<file path="src/rtl/cfi_shadow_stack.sv">
// cfi_shadow_stack: backward-edge CFI monitor using a private shadow stack of return addresses
//
// Ports:
//   clk_i, rst_ni    clock, asynchronous active-low reset
//   en_i             CFI enable; when low, commits are ignored and the stack is preserved
//   commit_valid_i   one instruction retires this cycle
//   commit_instr_i   retiring instruction (uncompressed)
//   commit_pc_i      PC of the retiring instruction
//   commit_npc_i     resolved next PC / target of the retiring instruction
//   fault_clear_i    clear the fault and flush the stack
//   ex_o             sticky CFI exception pending
//   ex_cause_o       0 none, 1 mismatch, 2 underflow, 3 overflow
//   ex_tval_o        faulting address
//   depth_o          number of valid stack entries
//   full_o, empty_o  stack full / empty flags
module cfi_shadow_stack #(
    parameter  int XLEN  = 64,
    parameter  int DEPTH = 16,
    localparam int DW    = $clog2(DEPTH + 1)
) (
    input  logic            clk_i,
    input  logic            rst_ni,
    input  logic            en_i,
    input  logic            commit_valid_i,
    input  logic [31:0]     commit_instr_i,
    input  logic [XLEN-1:0] commit_pc_i,
    input  logic [XLEN-1:0] commit_npc_i,
    input  logic            fault_clear_i,
    output logic            ex_o,
    output logic [1:0]      ex_cause_o,
    output logic [XLEN-1:0] ex_tval_o,
    output logic [DW-1:0]   depth_o,
    output logic            full_o,
    output logic            empty_o
);
    localparam int AW = $clog2(DEPTH);

    typedef enum logic {RUN, FAULT} state_t;

    state_t          r_state, w_state_nxt;
    logic [DW-1:0]   r_sp;
    logic [1:0]      r_cause;
    logic [XLEN-1:0] r_tval;
    logic [XLEN-1:0] r_mem [DEPTH];

    function automatic logic f_link(input logic [4:0] r);
        return r == 5'd1 || r == 5'd5;
    endfunction

    logic [4:0]      w_rd, w_rs1;
    logic            w_act, w_jal, w_jalr, w_lrd, w_lrs1;
    logic            w_push, w_pop, w_swap, w_empty, w_full;
    logic            w_under, w_mis, w_over, w_fault, w_we;
    logic [AW-1:0]   w_top_idx, w_widx;
    logic [XLEN-1:0] w_pc4, w_top;
    logic            w_unused;

    assign w_rd      = commit_instr_i[11:7];
    assign w_rs1     = commit_instr_i[19:15];
    assign w_unused  = &{1'b0, commit_instr_i[31:20], commit_instr_i[14:12]};
    // A cleared cycle drops the commit entirely.
    assign w_act     = commit_valid_i && en_i && r_state == RUN && !fault_clear_i;
    assign w_jal     = commit_instr_i[6:0] == 7'b1101111;
    assign w_jalr    = commit_instr_i[6:0] == 7'b1100111 && commit_instr_i[14:12] == 3'b000;
    assign w_lrd     = f_link(w_rd);
    assign w_lrs1    = f_link(w_rs1);
    assign w_push    = w_act && w_lrd && (w_jal || (w_jalr && (!w_lrs1 || w_rd == w_rs1)));
    assign w_pop     = w_act && w_jalr && !w_lrd && w_lrs1;
    assign w_swap    = w_act && w_jalr && w_lrd && w_lrs1 && w_rd != w_rs1;
    assign w_empty   = r_sp == '0;
    assign w_full    = r_sp == DW'(DEPTH);
    assign w_pc4     = commit_pc_i + XLEN'(4);
    assign w_top_idx = AW'(r_sp - DW'(1));
    assign w_top     = r_mem[w_top_idx];
    assign w_under   = (w_pop || w_swap) && w_empty;
    assign w_mis     = (w_pop || w_swap) && !w_empty && w_top != commit_npc_i;
    assign w_over    = w_push && w_full;
    assign w_fault   = w_under || w_mis || w_over;
    // Swap overwrites the top in place; push writes the slot above it.
    assign w_we      = (w_push || w_swap) && !w_fault;
    assign w_widx    = w_swap ? w_top_idx : AW'(r_sp);

    always_comb begin
        w_state_nxt = r_state;
        if (fault_clear_i)
            w_state_nxt = RUN;
        else if (r_state == RUN && w_fault)
            w_state_nxt = FAULT;
    end

    always_ff @(posedge clk_i or negedge rst_ni) begin
        if (!rst_ni) begin
            r_state <= RUN;
            r_sp    <= '0;
            r_cause <= 2'd0;
            r_tval  <= '0;
        end else begin
            r_state <= w_state_nxt;
            if (fault_clear_i) begin
                r_sp    <= '0;
                r_cause <= 2'd0;
                r_tval  <= '0;
            end else if (w_fault) begin
                r_cause <= w_over ? 2'd3 : w_under ? 2'd2 : 2'd1;
                r_tval  <= w_over ? w_pc4 : commit_npc_i;
            end else if (w_push) begin
                r_sp <= r_sp + DW'(1);
            end else if (w_pop) begin
                r_sp <= r_sp - DW'(1);
            end
        end
    end

    always_ff @(posedge clk_i) begin
        if (w_we)
            r_mem[w_widx] <= w_pc4;
    end

    assign ex_o       = r_state == FAULT;
    assign ex_cause_o = r_cause;
    assign ex_tval_o  = r_tval;
    assign depth_o    = r_sp;
    assign full_o     = w_full;
    assign empty_o    = w_empty;
endmodule

</file>
<file path="config.mk">
export PLATFORM = sky130hd
export DESIGN_NAME = cfi_shadow_stack
export DESIGN_NICKNAME = d
export VERILOG_FILES = /design/src/rtl/cfi_shadow_stack.sv
export SDC_FILE = /design/constraint.sdc
export NUM_CORES = 1
export LEC_CHECK = 0
export BUFFER_PORTS_ARGS = -buffer_cell sky130_fd_sc_hd__buf_2
export CAP_MARGIN = 30
export CORE_MARGIN = 2
export CORE_UTILIZATION = 60
export CTS_CLUSTER_DIAMETER = 150
export CTS_CLUSTER_SIZE = 12
export DETAILED_ROUTE_END_ITERATION = 16
export PLACE_DENSITY = 0.86
export RECOVER_POWER = 25
export SKIP_CTS_REPAIR_TIMING = 1
export SKIP_LAST_GASP = 1
export SLEW_MARGIN = 10
export SYNTH_ARGS = -nofsm -noshare
export SYNTH_HDL_FRONTEND = slang
export SYNTH_SLANG_ARGS = --single-unit
export TNS_END_PERCENT = 100
</file>
<file path="constraint.sdc">
create_clock -name clk_i -period 24.7 [get_ports clk_i]
set_input_delay 2.47 -clock clk_i [delete_from_list [all_inputs] [get_ports clk_i]]
set_output_delay 2.47 -clock clk_i [all_outputs]
set_load 0.01 [all_outputs]
</file>
Word level (Yosys, flattened, before mapping) --
Memories as Yosys holds them, arrays and structs flattened. Index checks and enable logic that the tools add are counted.
Storage, ports and cells: flip-flop bits (word level) 72, memory bits (writable) 1024, bits of input ports 165, logic and storage cells 74, memories 1
Cells by class: add/subtract/negate cells 3, eq/ne operators 11, multiplexer cells 16, bitwise gates (word level) 1, reductions and logical operators 38
Memories:
- r_mem | words 16, bits a word 64, rd ports 1, clocked after Yosys merged registers in 0, wr ports 1, line 44 | logic [XLEN-1:0] r_mem [DEPTH];
Operators with widths (number):
- two-way mux 64 bit | 3
- adder 64 x 3 -> 64 bit, second input constant | 1
- inequality test 64 bit | 1
- two-way mux 5 bit | 4
- logical AND 1 bit | 19
- == test 7 bit, second input constant | 2
- == test 5 x 1 -> 1 bit, second input constant | 2
- == test 5 x 3 -> 1 bit, second input constant | 2
- logical OR 1 bit | 8
- two-way mux 2 bit | 4
- adder 5 x 1 -> 5 bit, second input constant | 1
- == test 5 bit | 1
- == test 5 bit, second input constant | 1
- logical NOT 1 bit | 5
- logical NOT 5 bit | 1
- inequality test 5 bit | 1
- subtractor 5 x 1 -> 5 bit, second input constant | 1
- two-way mux 1 bit | 4
- two-way mux 4 bit | 1
- nonzero test 2 bit | 2
- logical NOT 3 bit | 1
- nonzero test 3 bit | 1
- inequality test 2 bit, second input constant | 1
- AND reduction 2 bit | 1
- NOT 1 bit | 1

Logic depth before layout (Yosys ltp) --
Gate-level depths: netlist of run 1.
depth after elaboration 16, depth in mapped cells 26

Worst setup path before layout of run 1 --
OpenSTA, ideal clock, no wires.
path type register to register, start point register r_sp[0], in the netlist depth_o[0], end point memory r_mem[9][0] (enable), arrival time 8.357 ns, slack 15.857 ns, stages on the path, launching flop included 22, path buffers 9, path through dfrtp_1 buf_6 buf_6 buf_6 buf_4 buf_6 buf_4 buf_4 inv_1 ha_1 xnor2_1 mux4_2 nand3_1 o2111ai_1 or4_1 or4_1 or4_4 o21ai_4 buf_12 buf_6 nand2_2 nor2_1
On the way: cells in the longest elaborated chain, start to end 10, elaborated cells between the ends (all ways) 17, classes of those cells add/sub (1); eq/ne (2); mux (3); reduce/logical (10); memory (1)
Ends and longest elaborated chain:
- start, declared | line 41 | logic [DW-1:0] r_sp;
- start signal, assigned | line 107 | r_sp <= r_sp + DW'(1);
- start signal, assigned | line 109 | r_sp <= r_sp - DW'(1);
- subtractor 5 x 1 -> 5 bit / logical NOT 5 bit (equally long branches)
- memory (16 x 64 bit) / logical NOT 1 bit (equally long branches)
- inequality test 64 bit / logical AND 1 bit (equally long branches) | line 76 | assign w_mis = (w_pop || w_swap) && !w_empty && w_top != commit_npc_i;
- logical AND 1 bit | line 76
- logical OR 1 bit (2 in a row) | line 78 | assign w_fault = w_under || w_mis || w_over;
- logical NOT 1 bit | line 80 | assign w_we = (w_push || w_swap) && !w_fault;
- logical AND 1 bit | line 80
- two-way mux 1 bit | line 115 | if (w_we)
- two-way mux 1 bit (not written as such) | line 116 | r_mem[w_widx] <= w_pc4;
- end, declared | line 44
Parallel ways exist; a longest one is shown, timed or not.

Worst setup path after layout of run 1 --
start point register r_sp[0], in the netlist depth_o[0], end point memory r_mem[14][19] (enable)
The elaborated chain is that of the path after synthesis.

==> results of run 1 <==
==> cell families after synthesis <==
kind of cell | synth area share
simple gates | 0.0485
buf+inv | 0.0200
mux | 0.164
flops | 0.716
compound gates | 0.0284
fa+ha+maj | 0.000826
xor+xnor | 0.0218
==> flip-flops by register name, indices dropped and copies added, names as in the netlist <==
signal,count
ex_o,1
depth_o,5
ex_cause_o,2
r_mem,1024
ex_tval_o,64
==> path summary, 6_finish.rpt <==
path,endpoint,depth (start not counted)
setup reg to reg,r_mem[14][19]$_DFFE_PP_,17
min in group asynchronous,ex_tval_o[45]$_DFFE_PN0P_,1
setup / recovery,r_mem[14][19]$_DFFE_PP_,17
max in group asynchronous,depth_o[0]$_DFFE_PN0P_,2
hold / removal,ex_o$_DFFE_PN0P_,1
hold reg to reg,ex_o$_DFFE_PN0P_,1
==> report_power, final <==
part           internal, mW  total (mW)  switching (mW)  leakage [nW]
Combinational        0.0227      0.0896          0.0669          5.43
Sequential             2.03        2.03       0.0000112          10.2
Clock                 0.784        1.45           0.663          1.39
Total                  2.84        3.57           0.730          17.0
==> area by class of cell <==
type | count | area share
Tap cell | 969 | 0.0237
Inverter | 19 | 0.00140
Timing Repair Buffer | 336 | 0.0408
Sequential cell | 1096 | 0.637
Clock buffer | 176 | 0.0563
Antenna cell | 11 | 0.000539
Clock inverter | 4 | 0.00105
Multi-Input combinational cell | 1149 | 0.239
==> routing by layer <==
metal	vias up	wire length, um	part of all wire
met5	-	106	0.00081
met4	18	6410	0.049
met3	457	19700	0.15
met2	2675	61300	0.47
met1	13354	42600	0.33
li1	10328	-	-
==> layout by cell type (no fill, tap or decap), drive strengths merged, types with 5 or more instances in the layout <==
| master | Yosys | layout |
|---|---|---|
| clkbuf | 46 | 273 |
| inv | 19 | 22 |
| xnor2 | 56 | 56 |
| nor2 | 127 | 127 |
| mux4 | 274 | 274 |
| a221oi | 6 | 6 |
| a21boi | 6 | 6 |
| or4 | 7 | 7 |
| a211oi | 16 | 16 |
| dfrtp | 72 | 72 |
| mux2i | 121 | 121 |
| and3 | 30 | 30 |
| o21ai | 26 | 26 |
| nor3 | 26 | 26 |
| o211ai | 9 | 9 |
| a32oi | 5 | 5 |
| a21o | 6 | 6 |
| edfxtp | 1024 | 1024 |
| a31oi | 11 | 11 |
| xor2 | 56 | 56 |
| nor2b | 65 | 65 |
| nand2 | 68 | 68 |
| mux2 | 7 | 7 |
| or3 | 12 | 12 |
| and2 | 6 | 6 |
| nand4 | 24 | 24 |
| nand3 | 35 | 35 |
| and4 | 7 | 7 |
| a21oi | 78 | 78 |
| buf | 79 | 239 |
| diode | 0 | 11 |
| nor4 | 13 | 13 |
==> critical path, stage by stage (launching register included) <==
cell and delay [ns]:
dfrtp_4 0.47, buf_4 0.25, buf_16 0.29, buf_4 0.40
buf_4 0.75, buf_4 0.36, buf_4 0.68, mux4_2 0.60
o21ai_0 0.13, a211oi_1 0.14, a311o_1 0.32, a311oi_1 0.66
nand4_1 0.58, or4_4 0.68, o21ai_4 0.76, nand2_2 0.48
nor2_4 0.88, buf_4 0.84
==> metrics.txt, run 1 <==
synthesis-stage register bit count=1096; fin area=51100 um^2; Ports=239; site row count=100; post-synth design cell area=45400 um^2; first-pass GRT wire length=184 mm; hpwl dp=74.1 mm; Top FF cell, synth=edfxtp_1; worst slew pin tran=2.83 ns; CTS Buffer Depth=3; Die H=279 um; endpoint class of the critical path=flip-flop; top-area cell type share of the netlist area=0.677; largest cells by area after synthesis=edfxtp_1 (68%), mux4_2 (14%), dfrtp_1 (4.0%), mux2i_1 (2.7%), xnor2_1 (1.1%); Placed Cells incl. Taps=3545; PD cells=69.9 nW/um^2; utilization after layout=0.684; clk_skew=0.0464 ns; Detailed Route WL=130 mm; largest net degree at the start of global routing=73; overall power=3.57 mW; via count=26832; met1 global-route usage=0.431; fin. max-slew vios=75; area delta synth->final=12.4%; Final Hold Vio Count=0; post-synthesis cell type count=70; Port Buffer Count=226; Clock Latency Late Sink=0.68 ns; critical path class=flip-flop to flip-flop; RSZ-0062 raised after global routing=no; core area=74700 um^2; share of cells above drive strength 1=0.241; root buffer cell=clkbuf_16; GRT overflow=0; crit path launch type=flip-flop; top post-synthesis cells by count=edfxtp_1 (1024), mux4_2 (274), nor2_1 (127); Fin Setup TNS=0 ns; syn_nets=2557; drt drc=0; Mapped Cells=2389; Post-synth EDFFs=1024; Leakage Power=17.0 nW; drt first pass iters=9; Iteration-0 DRC Markers=4634; sequential cell area=32600 um^2; WP data arrival=10.07 ns; Die Wd=279 um; GR met3 Demand/Resource=0.108; reg-to-reg startpoint=depth_o[0]$_DFFE_PN0P_; Final Worst Setup Slack=14.89 ns; most common cell in the netlist=edfxtp_1; crit-path max FO=44; WL/cell=34.6 um; H-tree depth=3; dpl ws=14.17 ns; Hold WC Path Type=flip-flop to flip-flop; MaxCap Viol Count=2; ANT nets after route=0; yosys warns=0; hold_ws=0.538 ns; worst rel slew slack=-0.889; global route hottest layer=met2; Clock Pin Slew Worst Setup and Hold Paths=0.06 ns; syn_area_per_cell=19.0 um^2; layout net count=2871; status=finished, violations left; die area=78000 um^2; failing checks=max-capacitance violations, max-slew violations; initial antenna violation count=21; WP data required=24.97 ns; footprint of the multi-input gates=12200 um^2; worst vdd ir=0.0000545 V; placed cell areas=47900 um^2; met2 usage=0.521; CTS buffer count=101; R2R Setup Slk=14.89 ns; Placer Congestion=0.889; fmax=0.102 GHz; Yosys top cell by area=edfxtp_1; Non-Filler Instances=3760; setup violators final=0; vias in the first global route=27028; vias per inst=7.14; fin crit period=9.81 ns; Post-synth ARST share=0.0657; Total Routing Usage GR=0.334; TritonCTS clock tree=done; Layout fillers=4311; clk sinks=1096; sequential share of the synthesized area=0.716; period utilisation layout=0.397; Initial Util=0.608; worst setup path startpoint=depth_o[0]$_DFFE_PN0P_; worst min-delay path startpoint=ex_o$_DFFE_PN0P_
Note: power is estimated with default switching activity, not from simulation.
==> run 2: changes to the inputs <==
Clock period 24.7 ns to 9.7 ns, I/O delays scaled along.
==> run 2 against run 1 <==
The run still ends with max-capacitance violations, max-slew violations left. Critical path depth shrank 3. Global-route usage grew 0.54 points. Total power grew to 2.6 times the previous value. Utilization grew 0.25 points. Largest cell class unchanged. Clock power grew to 2.6 times the previous value.
==> metrics.txt, run 2 (same netlist as run 1, synthesis figures left out) <==
Fin Setup TNS=0 ns (unchanged); failing checks=max-capacitance violations, max-slew violations; CTS Buffer Depth=3 (unchanged); vias in the first global route=27490 (+1.7%); WP data required=10.06 ns (-14.91 ns); MaxCap Viol Count=2 (unchanged); share of cells above drive strength 1=0.242 (+0.00122); Port Buffer Count=226 (unchanged); Total Routing Usage GR=0.339 (+0.00535); first-pass GRT wire length=187 mm (+1.5%); Hold WC Path Type=flip-flop to flip-flop; most common cell after layout, fill and taps aside=edfxtp_1; M1 WL=42.1 mm (-1.2%); hpwl dp=74.3 mm (+0.17%); PD cells=177 nW/um^2 (+150%); crit-path max FO=46 (+4.5%); fin. max-slew vios=75 (unchanged); Top Layer Used=met5; commonest cells after routing, fill and taps aside=edfxtp_1 (1024), mux4_2 (274), clkbuf_1 (181); drt first pass iters=9 (unchanged); delay-heaviest family, CP=simple AND/OR/NAND/NOR gates; initial antenna violation count=11 (-48%); root buffer cell=clkbuf_16; Ports=239 (unchanged); crit-path cells=inv_1 > ha_4 > buf_4 > mux4_2 > mux4_2 > xor2_1 > nor4_1 > nand4_1 > or4_4 > o21ai_4 > buf_4 > nand2_2 > nor2_4 > buf_4; largest net degree at the start of global routing=102 (+40%); metal2 WL=61.3 mm (about the same); H-tree depth=3 (unchanged); period utilisation layout=0.805 (+0.408); WL met3=20.5 mm (+4.0%); Iteration-0 DRC Markers=4625 (-0.19%); site row count=100 (unchanged); fin crit period=7.81 ns (-2.00 ns); Detailed Route WL=132 mm (+1.3%); Critical Path Max Stage Delay=0.89 ns (about the same); CTS buffer count=101 (unchanged); worst vdd ir=0.000155 V (+180%); Clock Pin Slew Worst Setup and Hold Paths=0.07 ns (about the same); layout net count=2880 (+0.31%); GRT overflow=0 (unchanged); TritonCTS clock tree=done; Clock Latency Late Sink=0.68 ns (about the same); setup violators final=0 (unchanged); core area=74700 um^2 (unchanged); Die Wd=279 um (unchanged); area delta synth->final=12.8%; vias per inst=7.24 (+1.4%); critical path class=flip-flop to flip-flop; worst slew pin tran=2.93 ns (+0.102 ns); worst path buffer plus inverter count=4 (-3); worst rel slew slack=-0.956 (-0.0678); endpoint class of the critical path=flip-flop; die area=78000 um^2 (unchanged); critical path's slowest cell=nor2_4; WL/cell=35.0 um (+1.0%); Placer Congestion=0.887 (-0.33%); Reg with most FFs=r_mem; overall power=9.10 mW (+160%); Die H=279 um (unchanged); crit path launch type=flip-flop; via count=27286 (+1.7%); Leakage Power=17.1 nW (+0.40%); ANT nets after route=0 (unchanged); clk_skew=0.0397 ns (-0.00671 ns); Initial Util=0.608 (unchanged); status=finished, violations left; drt drc=0 (unchanged); Final Hold Vio Count=0 (unchanged); WP data arrival=8.17 ns (-1.90 ns); number of flip-flops in the largest register=1024 (unchanged); fmax=0.128 GHz (+26%); crit-path most repeated cell=buf_4; clk sinks=1096 (unchanged); RSZ-0062 raised after global routing=no
[run 2: cell types whose count changed in the layout (fill, tap and decap cells not counted), moves of 3 or more]
cell      before  now
buf_12         2   24
clkbuf_1     168  181
buf_4         73   62
buf_16        13    4
diode_2       11    2
xor2_1        55   52
xor2_2         0    3
[run 2: area by class of cell]
cell class	count	area (um^2)
flip-flops and latches	1096	32600
fillers	4315	23400
multi-input cells	1149	12200
clock buffers	183	2860
repair buffers	345	2230
well taps	969	1210
clock inverters	7	105
inverters	19	71.3
diodes	2	5.00
[run 2: stage by stage]
| stage | std cells | util | worst slack, ns | area, um^2 | hold WS (ns) |
|---|---|---|---|---|---|
| final | 3770 | 0.686 | 1.89 | 51300 | 0.571 |
| after CTS | 3750 | 0.685 | 2.12 | 51200 | 0.328 |
| after floorplan | 2389 | - | 0.857 | 45400 | 0.540 |
| after detailed placement | 3560 | 0.646 | 2.24 | 48200 | 0.532 |
| after global routing | 3770 | 0.686 | 1.88 | 51300 | 0.587 |
| after global placement | 3534 | 0.643 | 2.44 | 48000 | 0.520 |
[run 2: final timing paths]
kind | from | endpoint | slack [ns] | cells past startpoint
max | depth_o[0]$_DFFE_PN0P_ | r_mem[12][54]$_DFFE_PP_ | 1.89 | 14
max reg2reg | depth_o[0]$_DFFE_PN0P_ | r_mem[12][54]$_DFFE_PP_ | 1.89 | 14
min | ex_o$_DFFE_PN0P_ | ex_o$_DFFE_PN0P_ | 0.57 | 1
min reg2reg | ex_o$_DFFE_PN0P_ | ex_o$_DFFE_PN0P_ | 0.57 | 1
min in group asynchronous | rst_ni | ex_tval_o[45]$_DFFE_PN0P_ | 1.25 | 1
max in group asynchronous | rst_ni | depth_o[0]$_DFFE_PN0P_ | 4.73 | 2
[run 2: routing by layer]
| layer | track usage | vias to the layer above |
|---|---|---|
| met5 | 0 | - |
| met4 | 0.169 | 14 |
| li1 | - | 10340 |
| met3 | 0.118 | 584 |
| met2 | 0.527 | 2804 |
| met1 | 0.430 | 13544 |
[run 2: report_power, final]
group	internal, mW	switching [mW]
Combinational	0.0579	0.173
Sequential	5.17	0.0000348
Clock	1.99	1.71
[run 2: worst reg2reg max path, stage by stage, from the launching register on]
cell	delay, ns
dfrtp_4	0.76
inv_1	0.33
ha_4	0.83
buf_4	0.72
mux4_2	0.44
mux4_2	0.54
xor2_1	0.19
nor4_1	0.47
nand4_1	0.37
or4_4	0.60
o21ai_4	0.19
buf_4	0.40
nand2_2	0.38
nor2_4	0.90
buf_4	0.38
